==> config.mk <==
export PLATFORM = sky130hd
export DESIGN_NAME = lcd_bus_receiver_flat
export DESIGN_NICKNAME = d
export VERILOG_FILES = /design/src/rtl/lcd_bus_receiver_if.sv /design/src/rtl/lcd_bus_receiver.sv /design/src/flat_wrapper.sv
export SDC_FILE = /design/constraint.sdc
export NUM_CORES = 1
export LEC_CHECK = 0
export BUFFER_PORTS_ARGS = -buffer_cell sky130_fd_sc_hd__buf_2
export CAP_MARGIN = 20
export CORE_UTILIZATION = 53
export DETAILED_ROUTE_END_ITERATION = 7
export GPL_TIMING_DRIVEN = 0
export PLACE_DENSITY = 0.73
export RECOVER_POWER = 50
export SYNTH_ARGS = -nofsm -noshare
export SYNTH_HDL_FRONTEND = slang
export SYNTH_SLANG_ARGS = --single-unit
==> constraint.sdc <==
create_clock -name clk -period 1.99 [get_ports clk]
set_input_delay 0.2985 -clock clk [delete_from_list [all_inputs] [get_ports clk]]
set_output_delay 0.2985 -clock clk [all_outputs]
set_load 0.03 [all_outputs]
==> src/rtl/lcd_bus_receiver_if.sv <==
// Signal bundle: 8080-I LCD bus pins plus the decoded command and pixel stream.
// Latency: none (wires only).
// Backpressure: pixel stream is valid/ready; the bus side has no flow control.
interface lcd_bus_receiver_if;
    logic        csx;
    logic        dcx;
    logic        wrx;
    logic        rdx;
    logic        resx;
    logic [15:0] data;
    logic        cmd_valid;
    logic [7:0]  cmd_code;
    logic        display_on;
    logic        pix_valid;
    logic        pix_ready;
    logic [15:0] pix_data;
    logic [15:0] pix_x;
    logic [15:0] pix_y;
    logic        overflow;
    logic        overflow_clr;

    // Bus/controller side: drives the pins and consumes the pixel stream.
    modport master (
        output csx, dcx, wrx, rdx, resx, data, pix_ready, overflow_clr,
        input  cmd_valid, cmd_code, display_on, pix_valid, pix_data, pix_x, pix_y, overflow
    );

    // Receiver side.
    modport slave (
        input  csx, dcx, wrx, rdx, resx, data, pix_ready, overflow_clr,
        output cmd_valid, cmd_code, display_on, pix_valid, pix_data, pix_x, pix_y, overflow
    );
endinterface

==> src/rtl/lcd_bus_receiver.sv <==
// Panel model: synchronizes the 8080-I bus, decodes the ILI9341 command subset, emits x/y-tagged pixels.
// Latency: write event E (SYNC_STAGES+1 clocks after the WRX rising pin edge) -> cmd/pixel visible at E+1.
// Backpressure: pixel FIFO of FIFO_DEPTH entries; when full, pixels are dropped and overflow is set sticky.
module lcd_bus_receiver #(
    parameter int SYNC_STAGES = 2,
    parameter int WIDTH       = 240,
    parameter int HEIGHT      = 320,
    parameter int FIFO_DEPTH  = 4
) (
    input  logic              clk,
    input  logic              reset,
    lcd_bus_receiver_if.slave bus
);
    localparam int                PTR_W    = $clog2(FIFO_DEPTH);
    localparam int                CNT_W    = PTR_W + 1;
    localparam logic [CNT_W-1:0]  CNT_FULL = CNT_W'(FIFO_DEPTH);
    localparam logic [15:0]       EC_DFLT  = 16'(WIDTH - 1);
    localparam logic [15:0]       EP_DFLT  = 16'(HEIGHT - 1);

    typedef enum logic [1:0] {IDLE, COL, PAGE, MEMWR} state_t;

    typedef struct packed {
        logic [15:0] dat;
        logic [15:0] x;
        logic [15:0] y;
    } pix_t;

    typedef struct packed {
        logic        resx;
        logic        csx;
        logic        wrx;
        logic        dcx;
        logic [15:0] dat;
    } pins_t;

    // Synchronizers come out of reset looking like an idle, deselected bus.
    localparam pins_t PINS_IDLE = '{resx: 1'b1, csx: 1'b1, wrx: 1'b1, dcx: 1'b0, dat: 16'h0};

    pins_t              sync_q [SYNC_STAGES];
    pins_t              sync_d [SYNC_STAGES];
    pins_t              pins_s;
    logic               wrx_prev_q;
    state_t             state_q, state_d;
    logic [1:0]         pidx_q, pidx_d;
    logic [15:0]        sc_q, sc_d, ec_q, ec_d, sp_q, sp_d, ep_q, ep_d;
    logic [15:0]        x_q, x_d, y_q, y_d;
    logic               disp_q, disp_d;
    logic               cmd_vld_q, cmd_vld_d;
    logic [7:0]         cmd_code_q, cmd_code_d;
    logic               ovf_q, ovf_d;
    pix_t               mem_q [FIFO_DEPTH];
    pix_t               mem_d [FIFO_DEPTH];
    logic [PTR_W-1:0]   wr_ptr_q, wr_ptr_d, rd_ptr_q, rd_ptr_d;
    logic [CNT_W-1:0]   cnt_q, cnt_d;
    logic               wr_evt, push_req, push_ok, pop, soft_rst;
    logic [15:0]        start_nx, end_nx;
    pix_t               push_ent, head;
    logic               unused_rdx;

    // Reads are not modelled; the strobe is deliberately left unconnected.
    assign unused_rdx = bus.rdx;

    assign pins_s  = sync_q[SYNC_STAGES-1];
    assign wr_evt  = pins_s.wrx && !wrx_prev_q && !pins_s.csx && pins_s.resx;
    assign pop     = (cnt_q != '0) && bus.pix_ready;
    assign push_ok = push_req && ((cnt_q != CNT_FULL) || pop);

    // Shift chain: every bus pin gets the same number of synchronizer flops.
    always_comb begin
        sync_d[0] = '{resx: bus.resx, csx: bus.csx, wrx: bus.wrx, dcx: bus.dcx, dat: bus.data};
        for (int i = 1; i < SYNC_STAGES; i++) begin
            sync_d[i] = sync_q[i-1];
        end
    end

    // Command/parameter decode, window registers and the x/y pixel cursor.
    always_comb begin
        state_d    = state_q;
        pidx_d     = pidx_q;
        sc_d       = sc_q;
        ec_d       = ec_q;
        sp_d       = sp_q;
        ep_d       = ep_q;
        x_d        = x_q;
        y_d        = y_q;
        disp_d     = disp_q;
        cmd_vld_d  = 1'b0;
        cmd_code_d = cmd_code_q;
        push_req   = 1'b0;
        push_ent   = '{dat: pins_s.dat, x: x_q, y: y_q};
        soft_rst   = 1'b0;
        start_nx   = (state_q == COL) ? sc_q : sp_q;
        end_nx     = (state_q == COL) ? ec_q : ep_q;

        if (wr_evt) begin
            if (!pins_s.dcx) begin
                cmd_vld_d  = 1'b1;
                cmd_code_d = pins_s.dat[7:0];
                state_d    = IDLE;
                case (pins_s.dat[7:0])
                    8'h2A: begin state_d = COL;  pidx_d = 2'd0; end
                    8'h2B: begin state_d = PAGE; pidx_d = 2'd0; end
                    8'h2C: begin state_d = MEMWR; x_d = sc_q; y_d = sp_q; end
                    8'h29: disp_d = 1'b1;
                    8'h28: disp_d = 1'b0;
                    8'h01: soft_rst = 1'b1;
                    default: ;
                endcase
            end else begin
                case (state_q)
                    COL, PAGE: begin
                        // Bytes arrive start-hi, start-lo, end-hi, end-lo.
                        case (pidx_q)
                            2'd0:    start_nx[15:8] = pins_s.dat[7:0];
                            2'd1:    start_nx[7:0]  = pins_s.dat[7:0];
                            2'd2:    end_nx[15:8]   = pins_s.dat[7:0];
                            default: end_nx[7:0]    = pins_s.dat[7:0];
                        endcase
                        if (state_q == COL) begin
                            sc_d = start_nx;
                            ec_d = end_nx;
                        end else begin
                            sp_d = start_nx;
                            ep_d = end_nx;
                        end
                        pidx_d = pidx_q + 2'd1;
                        if (pidx_q == 2'd3) begin
                            state_d = IDLE;
                        end
                    end
                    MEMWR: begin
                        // Cursor advances even if the FIFO drops this pixel.
                        push_req = 1'b1;
                        if (x_q != ec_q) begin
                            x_d = x_q + 16'd1;
                        end else begin
                            x_d = sc_q;
                            y_d = (y_q == ep_q) ? sp_q : y_q + 16'd1;
                        end
                    end
                    default: ;
                endcase
            end
        end

        // Software reset command and the hardware reset pin share the window restore.
        if (soft_rst || !pins_s.resx) begin
            sc_d    = '0;
            ec_d    = EC_DFLT;
            sp_d    = '0;
            ep_d    = EP_DFLT;
            disp_d  = 1'b0;
            state_d = IDLE;
            pidx_d  = 2'd0;
        end
    end

    // Pixel FIFO: push may take the slot freed by a same-cycle pop; resx flushes.
    always_comb begin
        mem_d    = mem_q;
        wr_ptr_d = wr_ptr_q;
        rd_ptr_d = rd_ptr_q;
        cnt_d    = cnt_q;
        ovf_d    = ovf_q;
        if (bus.overflow_clr) begin
            ovf_d = 1'b0;
        end
        if (push_req && !push_ok) begin
            ovf_d = 1'b1;
        end
        if (!pins_s.resx) begin
            wr_ptr_d = '0;
            rd_ptr_d = '0;
            cnt_d    = '0;
        end else begin
            if (push_ok) begin
                mem_d[wr_ptr_q] = push_ent;
                wr_ptr_d        = wr_ptr_q + PTR_W'(1);
            end
            if (pop) begin
                rd_ptr_d = rd_ptr_q + PTR_W'(1);
            end
            cnt_d = cnt_q + CNT_W'(push_ok) - CNT_W'(pop);
        end
    end

    // State register with synchronous reset.
    always_ff @(posedge clk) begin
        if (reset) begin
            for (int i = 0; i < SYNC_STAGES; i++) begin
                sync_q[i] <= PINS_IDLE;
            end
            for (int i = 0; i < FIFO_DEPTH; i++) begin
                mem_q[i] <= '0;
            end
            wrx_prev_q <= 1'b1;
            state_q    <= IDLE;
            pidx_q     <= 2'd0;
            sc_q       <= '0;
            ec_q       <= EC_DFLT;
            sp_q       <= '0;
            ep_q       <= EP_DFLT;
            x_q        <= '0;
            y_q        <= '0;
            disp_q     <= 1'b0;
            cmd_vld_q  <= 1'b0;
            cmd_code_q <= '0;
            ovf_q      <= 1'b0;
            wr_ptr_q   <= '0;
            rd_ptr_q   <= '0;
            cnt_q      <= '0;
        end else begin
            sync_q     <= sync_d;
            mem_q      <= mem_d;
            wrx_prev_q <= pins_s.wrx;
            state_q    <= state_d;
            pidx_q     <= pidx_d;
            sc_q       <= sc_d;
            ec_q       <= ec_d;
            sp_q       <= sp_d;
            ep_q       <= ep_d;
            x_q        <= x_d;
            y_q        <= y_d;
            disp_q     <= disp_d;
            cmd_vld_q  <= cmd_vld_d;
            cmd_code_q <= cmd_code_d;
            ovf_q      <= ovf_d;
            wr_ptr_q   <= wr_ptr_d;
            rd_ptr_q   <= rd_ptr_d;
            cnt_q      <= cnt_d;
        end
    end

    assign head           = mem_q[rd_ptr_q];
    assign bus.cmd_valid  = cmd_vld_q;
    assign bus.cmd_code   = cmd_code_q;
    assign bus.display_on = disp_q;
    assign bus.pix_valid  = (cnt_q != '0);
    assign bus.pix_data   = head.dat;
    assign bus.pix_x      = head.x;
    assign bus.pix_y      = head.y;
    assign bus.overflow   = ovf_q;
endmodule

==> src/flat_wrapper.sv <==
// flat-port wrapper written by rule: the top's interface ports become plain ports
module lcd_bus_receiver_flat 
#(
    parameter int SYNC_STAGES = 2,
    parameter int WIDTH       = 240,
    parameter int HEIGHT      = 320,
    parameter int FIFO_DEPTH  = 4
)
  (clk, reset, bus_csx, bus_dcx, bus_wrx, bus_rdx, bus_resx, bus_data, bus_pix_ready, bus_overflow_clr, bus_cmd_valid, bus_cmd_code, bus_display_on, bus_pix_valid, bus_pix_data, bus_pix_x, bus_pix_y, bus_overflow);
  lcd_bus_receiver_if bus_i ();
  input  logic clk;
  input  logic reset;
  input wire logic [$bits(bus_i.csx)-1:0] bus_csx;
  input wire logic [$bits(bus_i.dcx)-1:0] bus_dcx;
  input wire logic [$bits(bus_i.wrx)-1:0] bus_wrx;
  input wire logic [$bits(bus_i.rdx)-1:0] bus_rdx;
  input wire logic [$bits(bus_i.resx)-1:0] bus_resx;
  input wire logic [$bits(bus_i.data)-1:0] bus_data;
  input wire logic [$bits(bus_i.pix_ready)-1:0] bus_pix_ready;
  input wire logic [$bits(bus_i.overflow_clr)-1:0] bus_overflow_clr;
  output wire logic [$bits(bus_i.cmd_valid)-1:0] bus_cmd_valid;
  output wire logic [$bits(bus_i.cmd_code)-1:0] bus_cmd_code;
  output wire logic [$bits(bus_i.display_on)-1:0] bus_display_on;
  output wire logic [$bits(bus_i.pix_valid)-1:0] bus_pix_valid;
  output wire logic [$bits(bus_i.pix_data)-1:0] bus_pix_data;
  output wire logic [$bits(bus_i.pix_x)-1:0] bus_pix_x;
  output wire logic [$bits(bus_i.pix_y)-1:0] bus_pix_y;
  output wire logic [$bits(bus_i.overflow)-1:0] bus_overflow;
  assign bus_i.csx = bus_csx;
  assign bus_i.dcx = bus_dcx;
  assign bus_i.wrx = bus_wrx;
  assign bus_i.rdx = bus_rdx;
  assign bus_i.resx = bus_resx;
  assign bus_i.data = bus_data;
  assign bus_i.pix_ready = bus_pix_ready;
  assign bus_i.overflow_clr = bus_overflow_clr;
  assign bus_cmd_valid = bus_i.cmd_valid;
  assign bus_cmd_code = bus_i.cmd_code;
  assign bus_display_on = bus_i.display_on;
  assign bus_pix_valid = bus_i.pix_valid;
  assign bus_pix_data = bus_i.pix_data;
  assign bus_pix_x = bus_i.pix_x;
  assign bus_pix_y = bus_i.pix_y;
  assign bus_overflow = bus_i.overflow;
  lcd_bus_receiver #(.SYNC_STAGES(SYNC_STAGES), .WIDTH(WIDTH), .HEIGHT(HEIGHT), .FIFO_DEPTH(FIFO_DEPTH)) u_core (.clk(clk), .reset(reset), .bus(bus_i));
endmodule
==> results of run 1 <==
[worst paths after layout]
| check | slack [ns] | start | to | cells past startpoint |
|---|---|---|---|---|
| setup / recovery | -0.20 | u_core.rd_ptr_q[1]$_SDFFE_PP0P_ | bus_pix_x[12] | 3 |
| hold / removal | 0.01 | bus_data[6] | u_core.sync_d[6]$_SDFF_PP0_ | 2 |
| setup reg to reg | -0.16 | u_core.ec_q[8]$_SDFFE_PP0P_ | u_core.y_q[13]$_SDFFE_PP0P_ | 9 |
| hold reg to reg | 0.41 | u_core.sync_d[18]$_SDFF_PP1_ | u_core.pins_s[18]$_SDFF_PP1_ | 1 |
[worst max-delay path, stage by stage, from the launching register on]
cell	delay (ns)
dfxtp_4	0.44
buf_12	0.18
mux4_2	0.56
buf_6	0.17
[cell usage after synthesis, types with 23 or more instances]
master and n:
buf_1 23, nand2_1 444, dfxtp_1 351, clkbuf_1 94, nand3_1 23, nor2_1 130
inv_1 28, mux2i_1 50, mux4_2 48, buf_2 49, mux2_2 28, nor2b_1 36
a21oi_1 262
[report_power, final]
| part | internal (mW) | leakage, nW | total [mW] | switching, mW |
|---|---|---|---|---|
| clock network | 4.05 | 0.610 | 6.97 | 2.91 |
| logic | 0.139 | 3.53 | 0.429 | 0.290 |
| registers | 7.06 | 2.85 | 7.08 | 0.0233 |
[through the flow]
step / setup slack (ns) / util (%)
3_5_place_dp: -0.703 / 57.0
5_1_grt: -0.229 / 68.6
2_1_floorplan: -0.0671 / -
6_report: -0.196 / 68.6
3_3_place_gp: -0.630 / 57.0
4_1_cts: -0.193 / 65.5
[state kept, by name, summed over array words and instances (netlist names), 3 cells and up]
signal,flops
u_core.bus.cmd_code,8
u_core.y_q,16
u_core.sp_q,16
u_core.sc_q,16
u_core.mem_q,192
u_core.ec_q,16
u_core.sync_d,20
u_core.ep_q,16
u_core.cnt_q,3
u_core.pins_s,20
u_core.x_q,16
[what timing repair did]
action                                 4_1_cts  5_1_grt
endpoints found under the hold margin       16        0
setup endpoints to repair                  344      298
hold buffers                                16        0
pin swaps                                   28       47
gates resized for setup                    267      190
buffers inserted                            28       34
cloned                                       3        4
[layer usage]
layer  part of all wire (%)  wire (microns)  track usage (%)
met2                     47           23600             51.5
met5                      0               0                0
met4                    5.0            2480             16.8
met3                    8.5            4250             4.76
met1                     39           19500             40.8
[logic make-up (layout without fill, tap and decap cells)]
group / count (synthesis) / count (layout) / synth area share [%]
AOI/OAI and AO/OA: 354 / 354 / 13.1
xor gates and xnor gates: 39 / 39 / 2.22
buffers and inverters: 197 / 419 / 5.30
muxes: 126 / 126 / 12.3
and+or+nand+nor: 715 / 715 / 20.0
adders and majority gates: 17 / 17 / 1.43
DFF: 351 / 351 / 45.6
[layout make-up]
type / instances / area [sq um] / area share (%)
Timing Repair Buffer: 166 / 1350 / 6.90
Tap cell: 384 / 480 / 2.45
Clock inverter: 12 / 113 / 0.574
Clock buffer: 55 / 1120 / 5.69
Multi-Input combinational cell: 1251 / 8180 / 41.7
Inverter: 28 / 105 / 0.536
Sequential cell: 351 / 7080 / 36.1
Buffer: 158 / 1190 / 6.08
==> flow_summary.yaml, run 1 <==
status:
  status: "finished, violations left"
  violations: "setup timing"
clock_tree:
  htreeDepth: 2
  cts.sinks: 351
  numCtsBuffers: 38
  cts_tree: "done"
  clkTransAtPathRegs_ns: 0.06
  clk_path_buf_depth: 3
  clk_latency_ns: 0.53
  root_buffer: "clkbuf_16"
sta:
  relSlewSlack_pct: 42.3
  whs_ns: 0.00962
  final-max-slew-violation-count: 0
  rsz0062_at_grt: "true"
  finalHoldViolCount: 0
  skew_ns: 0.00925
  period_share_pct: 110
  layout_min_cycle_time_ns: 2.19
  tns_ns: -12.58
  worst_pin_slew_ns: 0.866
  setup_slack_ns: -0.196
  fmax_ghz: 0.457
  setup_viol: 123
power_and_ir_drop:
  ir_worst_vdd_mv: 0.647
  p_per_area_nw_per_um2: 738
  leakage_nw: 6.99
  power.total_mw: 14.5
global_route:
  grt_max_degree: 14
  antenna_found_initial: 1
  grt-ovfl-total: 0
  grt.total_usage_pct: 31.8
  first_global_vias: 13064
  grt_pass1_wl_microns: 71800
yosys:
  ys.flop_type: "dfxtp_1"
  synth_area_leaders: "dfxtp_1 46%, nand2_1 11%, a21oi_1 8.5%"
  synth-seq-area-share_pct: 45.6
  synth_edf_count: 0
  synth-seq-cells: 351
  yosys_warnings: 0
  synthArstFlopShare_pct: 0
  postSynthAreaPerCell_sq_um: 8.56
  netlist_area_sq_um: 15400
  yosysTopAreaCell: "dfxtp_1"
  synth_fp_nets: 1841
  synth_cell_types: 59
  synth_cells: 1799
  yosysTopAreaCellShare_pct: 45.6
place:
  dpl_cell_area_sq_um: 16300
  place_inst: 2266
  portBuffers: 83
  hpwl_microns: 32500
  gp_congestion: 0.936
route:
  remaining_drc_errors: 0
  vias_per_cell: 5.95
  drt_iter0_drc: 1597
  dr.pass1.iters: 5
  wl_per_cell_microns: 20.7
  ant_nets: 0
  vias: 14319
  drt_wl_total_microns: 49900
worst_setup_path:
  startpoint_type: "flip-flop"
  worstPathMaxFanout: 10
  worstSetupEndpointType: "primary output"
  cp.required_ns: 1.69
  arrival_ns: 1.89
  path_class: "reg -> out"
finish:
  drive_gt1_share_pct: 25.3
  final_cell_mix: "438 x nand2_1, 324 x dfxtp_1, 261 x a21oi_1, 129 x nor2_1, 72 x buf_6"
  instances_no_fill: 2405
  diodes: 0
  fillers: 2142
  syn_to_final_growth_pct: 27.5
  final_area_sq_um: 19600
  layout_commonest_cell: "nand2_1"
  final_nets: 2036
die:
  coreArea_sq_um: 28600
  design.die.area_sq_um: 29700
  num_io_pins: 85
  dieWidth_microns: 172
  start_util_pct: 53.8
  die_height_microns: 172
  rows: 62
run:
  cap_viol_max_count: 0
hold_path:
  hold_class: "in -> reg"
Note: power is estimated with default switching activity, not from simulation.
==> run 2, diff against run 1 <==
--- a/config.mk
+++ b/config.mk
@@ -7,11 +7,12 @@
 export LEC_CHECK = 0
 export BUFFER_PORTS_ARGS = -buffer_cell sky130_fd_sc_hd__buf_2
 export CAP_MARGIN = 20
-export CORE_UTILIZATION = 53
+export CORE_UTILIZATION = 55
 export DETAILED_ROUTE_END_ITERATION = 7
 export GPL_TIMING_DRIVEN = 0
-export PLACE_DENSITY = 0.73
+export PLACE_DENSITY = 0.76
 export RECOVER_POWER = 50
 export SYNTH_ARGS = -nofsm -noshare
 export SYNTH_HDL_FRONTEND = slang
 export SYNTH_SLANG_ARGS = --single-unit
+export TNS_END_PERCENT = 100
==> flow_summary.yaml, run 2 (same netlist as run 1, synthesis figures left out) <==
status:
  status: "finished, violations left"
  violations: "setup timing"
sta:
  setup_slack_ns: -0.183
  setup_viol: 242
  skew_ns: 0.0131
  final-max-slew-violation-count: 0
  worst_pin_slew_ns: 1.02
  period_share_pct: 109
  whs_ns: 0.00372
  rsz0062_at_grt: "true"
  finalHoldViolCount: 0
  fmax_ghz: 0.460
  layout_min_cycle_time_ns: 2.17
  relSlewSlack_pct: 32.2
global_route:
  grt.total_usage_pct: 33.0
  grt-ovfl-total: 0
  grt_pass1_wl_microns: 73300
  first_global_vias: 13485
  antenna_found_initial: 0
  grt_max_degree: 15
clock_tree:
  clk_path_buf_depth: 3
  cts.sinks: 351
  root_buffer: "clkbuf_16"
  htreeDepth: 2
  clk_latency_ns: 0.53
  cts_tree: "done"
  clkTransAtPathRegs_ns: 0.06
  numCtsBuffers: 37
route:
  wl_per_cell_microns: 20.6
  dr.pass1.iters: 6
  vias: 14370
  ant_nets: 0
  drt_iter0_drc: 1513
  remaining_drc_errors: 0
  vias_per_cell: 5.95
  drt_wl_total_microns: 49800
worst_setup_path:
  cp_num_buf_inv: 2
  critPathSlowestCell: "mux4_2"
  slowest_delay_ns: 0.53
  reg2reg_slack_ns: -0.16
  cp_top_family: "multiplexers"
  r2r-end: "u_core.mem_q[129]$_SDFFE_PP0P_"
  startpoint_type: "flip-flop"
  rr_startpoint: "u_core.state_q[0]$_SDFFE_PP0P_"
  cp.required_ns: 1.69
  path_cells: "buf_6 -> mux4_2 -> buf_2"
  reg2regPathDepth: 9
  worstSetupEndpointType: "primary output"
  path_class: "reg -> out"
  worstPathMaxFanout: 10
  arrival_ns: 1.87
finish:
  top_register: "u_core.mem_q"
  drive_gt1_share_pct: 25.6
  syn_to_final_growth_pct: 28.5
  final_cell_mix: "439 x nand2_1, 328 x dfxtp_1, 261 x a21oi_1, 129 x nor2_1, 84 x buf_6"
  instances_no_fill: 2414
  largest_reg_flops: 192
  final_nets: 2056
  post-route-util_pct: 72.8
  fillers: 1980
  diodes: 0
  layout_commonest_cell: "nand2_1"
  final_area_sq_um: 19800
hold_path:
  hold_class: "in -> reg"
  hold-path-cell-count: 2
  hold_path.startpoint: "bus_data[15]"
  whs_endpoint: "u_core.sync_d[15]$_SDFF_PP0_"
run:
  cap_viol_max_count: 0
die:
  coreArea_sq_um: 27200
  num_io_pins: 85
  dieWidth_microns: 169
  design.die.area_sq_um: 28700
  die_height_microns: 169
  rows: 60
  start_util_pct: 56.6
power_and_ir_drop:
  ir_worst_vdd_mv: 0.715
  power.total_mw: 14.6
  p_per_area_nw_per_um2: 739
  leakage_nw: 7.08
place:
  hpwl_microns: 32500
  place_inst: 2254
  gp_congestion: 0.946
  portBuffers: 83
  dpl_cell_area_sq_um: 16300
-- run 2: metal layers --
| metal | track usage (%) | part of all wire, % | vias up |
|---|---|---|---|
| met2 | 55.3 | 48 | 748 |
| met1 | 42.0 | 39 | 6897 |
| li1 | - | - | 6544 |
| met5 | 0 | 0 | - |
| met3 | 5.50 | 8.4 | 181 |
| met4 | 14.6 | 4.8 | 0 |
-- run 2: where the power goes --
group / leakage (nW) / switching [mW] / total [mW] / internal (mW)
combinational: 3.61 / 0.285 / 0.431 / 0.146
sequential: 2.85 / 0.0215 / 7.08 / 7.05
clock: 0.626 / 2.89 / 7.12 / 4.23
-- run 2: how the worst max path moves through the flow --
stage / from / to / slack [ns] / cells past startpoint
2_1_floorplan: u_core.cnt_q[1]$_SDFF_PP0_ / u_core.cnt_q[1]$_SDFF_PP0_ / -0.07 / 7
3_3_place_gp: u_core.pins_s[19]$_SDFF_PP1_ / u_core.mem_q[56]$_SDFFE_PP0P_ / -0.69 / 7
3_5_place_dp: u_core.pins_s[19]$_SDFF_PP1_ / u_core.mem_q[75]$_SDFFE_PP0P_ / -0.70 / 7
4_1_cts: u_core.rd_ptr_q[1]$_SDFFE_PP0P_ / bus_pix_data[14] / -0.19 / 3
5_1_grt: u_core.rd_ptr_q[1]$_SDFFE_PP0P_ / bus_pix_y[4] / -0.22 / 3
6_report: u_core.rd_ptr_q[1]$_SDFFE_PP0P_ / bus_pix_data[14] / -0.18 / 3
-- run 2: cell type report --
| cell class | instances | area (sq um) | share of cell area [%] |
|---|---|---|---|
| Clock buffer | 54 | 1090 | 5.52 |
| Multi-Input combinational cell | 1251 | 8140 | 41.2 |
| Clock inverter | 13 | 166 | 0.841 |
| Inverter | 28 | 105 | 0.531 |
| Tap cell | 372 | 465 | 2.35 |
| Sequential cell | 351 | 7070 | 35.8 |
| Buffer | 159 | 1260 | 6.36 |
| Timing Repair Buffer | 186 | 1480 | 7.48 |
-- run 2: per-stage QoR --
stage                     setup WS, ns  setup TNS (ns)
final                           -0.183          -20.33
after CTS                       -0.192           -6.49
after global placement          -0.688         -139.62
after global routing            -0.217          -38.56
after floorplan                -0.0671         -0.0841
after detailed placement        -0.699         -142.10
-- run 2: what timing repair did --
action                                  CTS  global route
pin swaps                                32            35
hold endpoints to repair                 18             0
resized for setup                       302           173
setup buffers                            41            40
hold buffers                             18             0
gates cloned                              3             1
endpoints found under the setup margin  344           295
